$ cat config.mk
export PLATFORM = sky130hd
export DESIGN_NAME = bisr_spare_remap
export DESIGN_NICKNAME = d
export VERILOG_FILES = /design/src/rtl/bisr_pkg.sv /design/src/rtl/bisr_spare_entry.sv /design/src/rtl/bisr_spare_remap.sv
export SDC_FILE = /design/constraint.sdc
export NUM_CORES = 1
export LEC_CHECK = 0
export CAP_MARGIN = 25
export CELL_PAD_IN_SITES_DETAIL_PLACEMENT = 1
export CELL_PAD_IN_SITES_GLOBAL_PLACEMENT = 1
export CORE_MARGIN = 5
export CORE_UTILIZATION = 50
export DETAILED_ROUTE_END_ITERATION = 16
export HOLD_SLACK_MARGIN = 0.03
export MAX_ROUTING_LAYER = met4
export PLACE_DENSITY_LB_ADDON = 0.1
export SLEW_MARGIN = 30
export SYNTH_ARGS = -nofsm -noshare
export SYNTH_HDL_FRONTEND = slang
export SYNTH_SLANG_ARGS = --single-unit
$ cat constraint.sdc
create_clock -name clk -period 3.69 [get_ports clk]
set_input_delay 0.738 -clock clk [delete_from_list [all_inputs] [get_ports clk]]
set_output_delay 0.738 -clock clk [all_outputs]
set_load 0.01 [all_outputs]
$ cat src/rtl/bisr_pkg.sv
// Shared types and sizing helpers for the spare-register repair remapper.
//   bisr_state_e : COLLECT (logging faults) / ARMED (remapping user accesses)
//   used_w()     : width of the occupancy counter for a given spare count
package bisr_pkg;

  typedef enum logic {
    COLLECT = 1'b0,
    ARMED   = 1'b1
  } bisr_state_e;

  localparam int DEF_N_SPARE = 4;

  // The counter must hold 0..n inclusive.
  function automatic int used_w(input int n);
    return $clog2(n + 1);
  endfunction

  localparam int DEF_USED_W = used_w(DEF_N_SPARE);

endpackage

$ cat src/rtl/bisr_spare_entry.sv
// One spare register: valid/addr/data plus two address comparators.
//   clr        : drop the entry (valid and data back to 0)
//   load       : allocate this entry for load_addr with data 0
//   wr_en      : user write into the spare data
//   fail_addr  : compared for duplicate suppression -> fail_match
//   user_addr  : compared for remapping              -> user_match
//   data       : stored spare word
module bisr_spare_entry #(
  parameter int ADDR_W = 16,
  parameter int DATA_W = 8
) (
  input  logic              clk,
  input  logic              rst_n,
  input  logic              clr,
  input  logic              load,
  input  logic [ADDR_W-1:0] load_addr,
  input  logic              wr_en,
  input  logic [DATA_W-1:0] wr_data,
  input  logic [ADDR_W-1:0] fail_addr,
  input  logic [ADDR_W-1:0] user_addr,
  output logic              fail_match,
  output logic              user_match,
  output logic [DATA_W-1:0] data
);

  logic              valid;
  logic [ADDR_W-1:0] addr;

  always_ff @(posedge clk or negedge rst_n) begin
    if (!rst_n) begin
      valid <= 1'b0;
      addr  <= '0;
      data  <= '0;
    end else if (clr) begin
      valid <= 1'b0;
      data  <= '0;
    end else if (load) begin
      valid <= 1'b1;
      addr  <= load_addr;
      data  <= '0;
    end else if (wr_en) begin
      data  <= wr_data;
    end
  end

  assign fail_match = valid && (addr == fail_addr);
  assign user_match = valid && (addr == user_addr);

endmodule

$ cat src/rtl/bisr_spare_remap.sv
// Built-in self-repair remapper between the user port and the main SRAM.
// In COLLECT, failing addresses from BIST are logged (duplicates dropped)
// into N_SPARE spare entries. BIST_DONE arms remapping: any access to a
// logged address is served from the spare and the main array is deselected.
//   fail_vld/fail_addr/fail_rdy : fault logging handshake
//   bist_done, clr              : arm / clear back to collection
//   csb/web/oeb/addr/idata      : user port (active-low controls)
//   mem_csb, mem_odata          : main array select and read data
//   odata, hit                  : user read data, registered spare-hit flag
//   used, repair_fail, locked   : occupancy, sticky overflow, armed status
module bisr_spare_remap
  import bisr_pkg::*;
#(
  parameter int ADDR_W  = 16,
  parameter int DATA_W  = 8,
  parameter int N_SPARE = DEF_N_SPARE
) (
  input  logic                         clk,
  input  logic                         rst_n,
  input  logic                         fail_vld,
  input  logic [ADDR_W-1:0]            fail_addr,
  output logic                         fail_rdy,
  input  logic                         bist_done,
  input  logic                         clr,
  input  logic                         csb,
  input  logic                         web,
  input  logic                         oeb,
  input  logic [ADDR_W-1:0]            addr,
  input  logic [DATA_W-1:0]            idata,
  output logic                         mem_csb,
  input  logic [DATA_W-1:0]            mem_odata,
  output logic [DATA_W-1:0]            odata,
  output logic                         hit,
  output logic [used_w(N_SPARE)-1:0]   used,
  output logic                         repair_fail,
  output logic                         locked
);

  localparam int UW = used_w(N_SPARE);

  bisr_state_e state_q, state_d;

  logic [N_SPARE-1:0]             fail_match, user_match, load, wr_en;
  logic [N_SPARE-1:0][DATA_W-1:0] ent_data;
  logic                           fail_acc, dup, full, alloc, overflow;
  logic                           acc_hit, rd_hit;
  logic [DATA_W-1:0]              spare_rd, spare_q;
  logic                           hit_q;

  // FSM: CLR outranks BIST_DONE; BIST_DONE in ARMED is a no-op.
  always_ff @(posedge clk or negedge rst_n) begin
    if (!rst_n) state_q <= COLLECT;
    else        state_q <= state_d;
  end

  always_comb begin
    state_d = state_q;
    case (state_q)
      COLLECT: if (bist_done) state_d = ARMED;
      ARMED:   state_d = ARMED;
      default: state_d = COLLECT;
    endcase
    if (clr) state_d = COLLECT;
  end

  assign locked   = (state_q == ARMED);
  assign fail_rdy = (state_q == COLLECT) && !clr;

  // Fault logging. A fault sampled together with BIST_DONE is still in
  // COLLECT at that edge, so it gets logged before the lock takes effect.
  assign fail_acc = fail_vld && fail_rdy;
  assign dup      = |fail_match;
  assign full     = (used == UW'(N_SPARE));
  assign alloc    = fail_acc && !dup && !full;
  assign overflow = fail_acc && !dup && full;

  always_ff @(posedge clk or negedge rst_n) begin
    if (!rst_n) begin
      used        <= '0;
      repair_fail <= 1'b0;
    end else if (clr) begin
      used        <= '0;
      repair_fail <= 1'b0;
    end else begin
      if (alloc)    used        <= used + 1'b1;
      if (overflow) repair_fail <= 1'b1;
    end
  end

  // Remap hit; entries never overlap, so user_match is one-hot or zero.
  assign acc_hit = !csb && locked && |user_match;
  assign rd_hit  = acc_hit && web && !oeb;
  assign mem_csb = csb | acc_hit;

  genvar g;
  generate
    for (g = 0; g < N_SPARE; g++) begin : g_ent
      // Entries fill in order, so the next free slot is entry[used].
      assign load[g]  = alloc && (used == UW'(g));
      assign wr_en[g] = acc_hit && !web && user_match[g];

      bisr_spare_entry #(
        .ADDR_W (ADDR_W),
        .DATA_W (DATA_W)
      ) u_ent (
        .clk        (clk),
        .rst_n      (rst_n),
        .clr        (clr),
        .load       (load[g]),
        .load_addr  (fail_addr),
        .wr_en      (wr_en[g]),
        .wr_data    (idata),
        .fail_addr  (fail_addr),
        .user_addr  (addr),
        .fail_match (fail_match[g]),
        .user_match (user_match[g]),
        .data       (ent_data[g])
      );
    end
  endgenerate

  always_comb begin
    spare_rd = '0;
    for (int i = 0; i < N_SPARE; i++)
      if (user_match[i]) spare_rd |= ent_data[i];
  end

  // Spare read path is registered so it lines up with the 1-cycle SRAM
  // read latency; hit_q holds while deselected so odata stays stable.
  always_ff @(posedge clk or negedge rst_n) begin
    if (!rst_n) begin
      hit_q   <= 1'b0;
      spare_q <= '0;
    end else if (clr) begin
      hit_q   <= 1'b0;
    end else if (!csb) begin
      hit_q <= rd_hit;
      if (rd_hit) spare_q <= spare_rd;
    end
  end

  assign hit   = hit_q;
  assign odata = hit_q ? spare_q : mem_odata;

endmodule

==> impl_metrics.py <==
metrics = {
    "synthesis": {
        "syn_nets": 621,
        "ys_types": 39,
        "ys.flop_type": "dfrtp_1",
        "synth_top_family_by_area": "multiplexers",
        "syn_inst": 560,
        "synth_compound_area_share_pct": 3.55,
        "synth_xor_area_share_pct": 16.8,
        "synth_edf_count": 0,
        "syn_area_per_cell_um2": 11.9,
        "synth-simple-area-share_pct": 9.88,
        "yosysSeqAreaShare_pct": 42.8,
        "muxShareOfSynthArea_pct": 20.8,
        "async_reset_ff_share_pct": 100,
        "ys_warn_count": 0,
        "post_synth_instance_area_mm2": 0.00666,
        "ys_ff_latch": 114,
        "synth_fa_ha_area_share_pct": 0.939,
    },
    "floorplan": {
        "fp-row-count": 42,
        "die_h_um": 125,
        "io_pins": 72,
        "coreArea_mm2": 0.0131,
        "die_area_mm2": 0.0157,
        "die_x_um": 125,
        "initial_utilization_pct": 50.7,
    },
    "placement": {
        "routabilityCongestion": 0.962,
        "dp_cells": 801,
        "dp_hpwl_um": 14300,
        "dp_slack_ps": -180,
        "io_buffers": 71,
    },
    "routing": {
        "routed-via-count": 4825,
        "drcViolationCount": 0,
        "routedWlPerCell_um": 24.6,
        "drt_wl_total_um": 20700,
        "ant_nets": 0,
        "viasPerCell": 5.72,
        "dr.pass1.iters": 5,
        "drtIter0Drc": 378,
    },
    "critical_path": {
        "cp-start-kind": "input pin",
        "worstSetupPathType": "input pin to primary output",
        "ff2ff_setup_slack_ps": 480,
        "cp.arrival_ps": 2870,
        "reg2reg_depth": 18,
        "crit_required_ps": 2950,
        "cp_max_fo": 3,
        "worstSetupEndpointType": "primary output",
    },
    "clocking": {
        "clk_latency_ps": 420,
        "cts-root-buf": "clkbuf_16",
        "cts_tree": "built",
        "cts.clk_slew.worst_paths_ps": 50,
        "clockBufferDepth": 2,
        "cts_buffers": 17,
        "clock-sinks": 114,
        "h-tree-depth": 4,
    },
    "global_route": {
        "grt_pass1_vias": 5401,
        "grt_pass1_wl_um": 32500,
        "top_usage_layer": "met2",
        "met2_usage_pct": 43.3,
        "grt_util_met1_pct": 37.7,
        "grtUsageTotal_pct": 27.9,
        "grt.overflow.total": 0,
        "antenna_found_initial": 0,
        "met3_usage_pct": 5.42,
        "grt_max_degree": 51,
    },
    "layout": {
        "drive_above_1_share_pct": 25.8,
        "stdcell_count": 843,
        "num-nets-final": 715,
        "area_growth_pct": 26.1,
        "diodes": 0,
    },
    "flow_run": {
        "cap_violations": 0,
    },
    "power": {
        "p_total_mw": 4.13,
        "ir_drop_v": 0.000374,
        "total_leakage_power_nw": 3.78,
        "p_per_area_mw_per_mm2": 492,
    },
    "timing": {
        "slew-limit-headroom_pct": 54.4,
        "worst_slew_pin_slew_ps": 682,
        "rsz0062_at_grt": "false",
        "setup_viol": 0,
        "layout_min_cycle_time_ps": 3610,
        "max_freq_mhz": 277,
        "period_share_pct": 97.8,
        "fin_tns_setup_ps": 0,
        "finalHoldViolCount": 0,
        "worst_clock_skew_ps": 11.1,
        "holdWs_ps": 332,
        "setup_slack_ps": 82.4,
        "finalMaxSlewViolations": 0,
    },
    "run_status": {
        "status": "finished, final reports clean",
    },
    "min_path": {
        "hold_path.class": "input pin to asynchronous set/reset pin",
    },
}
[state kept, by name, indices dropped and copies added (netlist names)]
| register | flops |
|---|---|
| repair_fail | 1 |
| locked | 1 |
| used | 3 |
| g_ent.u_ent.addr | 64 |
| spare_q | 8 |
| g_ent.u_ent.valid | 4 |
| g_ent.u_ent.data | 32 |
| hit | 1 |
[synth_stat cells, drive strengths merged, types with 5 or more instances]
master / n / area share [%]
nor4: 12 / 1.5
xor2: 24 / 3.2
xnor2: 104 / 14
nand4: 18 / 1.7
ha: 5 / 0.94
nand2: 20 / 1.3
mux2i: 32 / 4.8
a22oi: 17 / 1.9
buf: 30 / 4.1
nor2: 7 / 0.39
nand3: 14 / 1.1
mux2: 80 / 16
clkbuf: 15 / 0.85
dfrtp: 114 / 43
nor3: 34 / 2.6
[metal layers]
| layer | up-vias | share of wire (%) |
|---|---|---|
| met5 | - | 0 |
| met3 | 32 | 4.1 |
| met4 | 0 | 1.8 |
| met1 | 2510 | 47 |
| met2 | 134 | 48 |
| li1 | 2149 | - |
[critical path: stages]
cell and delay [ps]:
clkdlybuf4s50_1 520, xor2_1 230, nor4_1 70, buf_4 130
nand3_1 110, nor4_4 70, or4_4 520, a21o_1 190
dlygate4sd2_1 270
[metrics by stage]
step | area (µm²) | utilization (%)
after global placement | 7630 | 58.1
after CTS | 8390 | 63.8
after detailed placement | 7630 | 58.1
after global routing | 8400 | 63.9
after floorplan | 6660 | -
final | 8400 | 63.9
[power breakdown]
group	switching [mW]	internal (mW)
sequential	0.156	1.36
combinational	0.341	0.404
clock	0.599	1.27
[worst paths after layout]
path,startpoint,endpoint
min reg2reg,spare_q[5],spare_q[5]
max reg2reg,g_ent[2].u_ent.addr[4],g_ent[2].u_ent.data[3]
max in group asynchronous,rst_n,g_ent[2].u_ent.addr[3]
min in group clk,spare_q[5],spare_q[5]
max,addr[12],mem_csb
min,rst_n,g_ent[1].u_ent.addr[8]
[logic make-up (layout without fill, tap and decap cells)]
family / after synthesis / in the layout
AO/OA/AOI/OAI: 34 / 34
XOR/XNOR: 128 / 128
adder cells (fa/ha/maj): 5 / 5
buffers and inverters: 49 / 156
flip-flops: 114 / 114
multiplexers: 112 / 112
AND/OR/NAND/NOR: 118 / 118
[layout make-up]
type	count	area, µm²
clock buffers	23	488
clock inverters	9	175
fillers	1357	4740
inverters	4	15.0
multi-input cells	397	3500
flip-flops and latches	114	2850
well taps	176	220
repair buffers	120	1140
[placed cells by master (no fill, tap or decap), types with 6 or more instances in the layout]
cell type / instances
buf_4: 44
mux2_4: 44
a22oi_1: 17
xor2_1: 23
nor3_1: 34
mux2i_1: 31
buf_12: 6
clkdlybuf4s50_1: 65
dfrtp_1: 114
clkbuf_16: 17
mux2_2: 36
nand3_1: 14
xnor2_1: 104
nand2_1: 16
nand4_1: 18
nor4_1: 8
nor2_1: 7
[repair_timing]
item,CTS,global route
resized for setup,7,4
hold endpoints to repair,0,0
pin swaps,3,1
setup endpoints to repair,1,10
hold buffers,0,0
buffers inserted,12,0
Power figures use the tool's default switching activity.
==> RTL change (same flow settings) <==
`DATA_W` is set to 8 in 2 places; all go to 7.
--- a/src/rtl/bisr_spare_entry.sv
+++ b/src/rtl/bisr_spare_entry.sv
@@ -9,3 +9,3 @@
   parameter int ADDR_W = 16,
-  parameter int DATA_W = 8
+  parameter int DATA_W = 7
 ) (
--- a/src/rtl/bisr_spare_remap.sv
+++ b/src/rtl/bisr_spare_remap.sv
@@ -14,3 +14,3 @@
   parameter int ADDR_W  = 16,
-  parameter int DATA_W  = 8,
+  parameter int DATA_W  = 7,
   parameter int N_SPARE = DEF_N_SPARE
Ports: changed (resized idata, mem_odata and odata); port bits go from 72 to 69. No check against the original RTL was run, so the function may have changed too.
==> RTL change against the original RTL <==
Design area fell by 9.6%. Routed wire length fell by 15%. Synthesized area fell by 6.4%. Total power fell by 21%. Highest routed layer unchanged. Core utilization fell by 1.3 points. Global-route usage fell by 2.1 points. Clock power fell by 42%. Worst setup slack improved by 0.039 ns. Register-to-register slack improved by 0.54 ns. Largest power group is now sequential cells. Fmax rose by 1.1%. Sequential cell count fell by 5. Final cell count fell by 7.4%. Hold slack improved by 0.11 ns.
==> RTL change: results (changes against the original RTL) <==
placed wire-length estimate -> 13100 um (-8.2%)
total wire length -> 17600 um (-15%)
FILL cells -> 1272 (-6.3%)
largest registers -> g_ent.u_ent.addr: 64 flops, g_ent.u_ent.data: 28 flops, spare_q: 7 flops
grt met3 use -> 4.41% (-1.0 points)
first-pass GRT wire length -> 28000 um (-14%)
fraction of layout cells with a size suffix above 1 -> 23.3% (-2.5 points)
IO buf count -> 68 (-4.2%)
root buf cell -> clkbuf_16
clk buf depth -> 2 (unchanged)
R2R cell count -> 8 (-10)
Comb power -> 702 uW (-5.8%)
vias in the first global route -> 4938 (-8.6%)
CTS buffer count -> 9 (-8)
final hold slack -> 0.444 ns (+0.112 ns)
post-synthesis sequential area ratio -> 43.7% (+0.92 points)
largest net degree at the start of global routing -> 57 (+12%)
Final nets -> 667 (-6.7%)
worst reg-to-reg setup slack -> 1.02 ns (+0.54 ns)
Post-DP Area -> 7180 um^2 (-5.8%)
WP data arrival -> 2.83 ns (-0.04 ns)
GRT met1 Usage -> 29.7% (-8.0 points)
PwrDens -> 428 nW/um^2 (-13%)
Mean Syn Cell Area -> 11.8 um^2 (-1.1%)
worst skew pair latency -> 0.37 ns (-0.05 ns)
Synth top cells by count -> dfrtp_1, xnor2_1, mux2_2
Worst path slowest cell -> or4_4
Slew Limit Headroom -> 47.9% (-6.4 points)
# Post-CTS Setup Buffers -> 1 (-11)
CTS clk-pin slew, worst paths -> 0.08 ns (+0.03 ns)
vias per cell -> 5.63 (-1.6%)
Worst VDD drop -> 0.000454 V (+22%)
status -> completed
1st-iter DRT viols -> 204 (-46%)
clk_skew -> 0.0117 ns (+0.000506 ns)
GPL Wtd Cong -> 0.915 (-4.9%)
Tot GR Track Use -> 25.8% (-2.1 points)
H-tree depth -> 3 (-1)
Post-Syn Nets -> 589 (-5.2%)
CP top delay family -> simple AND/OR/NAND/NOR gates
Leakage -> 0.00339 uW (-10%)
First-pass DRT Iterations -> 4 (-1)
synth top area cells -> dfrtp_1, xnor2_1, mux2_2
final worst setup slack -> 0.121 ns (+0.0385 ns)
RR Endpoint -> g_ent[0].u_ent.addr[9]
reg2reg start -> g_ent[1].u_ent.addr[1]
Setup WS pre-CTS -> -0.160 ns (+0.0193 ns)
post-cts resize count -> 24 (+17)
M2 GR Usage -> 45.6% (+2.3 points)
Avg WL per Cell -> 22.5 um (-8.5%)
internal power -> 2300 uW (-24%)
Netlist cell types -> 38 (-2.6%)
CP max stage delay -> 0.57 ns (+0.05 ns)
Reg power frac -> 45.2% (+8.4 points)
DP Cell Count -> 764 (-4.6%)
Critical path origin -> addr[2]
RTL change: metal layers:
layer	wire, um	up-vias	part of all wire, %
li1	-	1999	-
met1	7180	2274	41
met2	9380	94	53
met3	509	33	2.9
met4	491	0	2.8
met5	0	-	0
RTL change: logic make-up after synthesis:
| group | Yosys count | synth area share (%) |
|---|---|---|
| simple gates | 111 | 10.1 |
| mux | 106 | 19.4 |
| buf+inv | 43 | 4.61 |
| flops | 109 | 43.7 |
| fa+ha+maj | 5 | 1.00 |
| compound gates | 28 | 3.05 |
| xor+xnor | 128 | 18.1 |
RTL change: final cells by class:
class | count | area, um^2 | area share [%]
multi-input cells | 378 | 3300 | 43.5
flip-flops and latches | 109 | 2730 | 35.9
repair buffers | 104 | 996 | 13.1
clock buffers | 9 | 225 | 2.97
well taps | 168 | 210 | 2.77
clock inverters | 7 | 104 | 1.37
inverters | 6 | 22.5 | 0.297
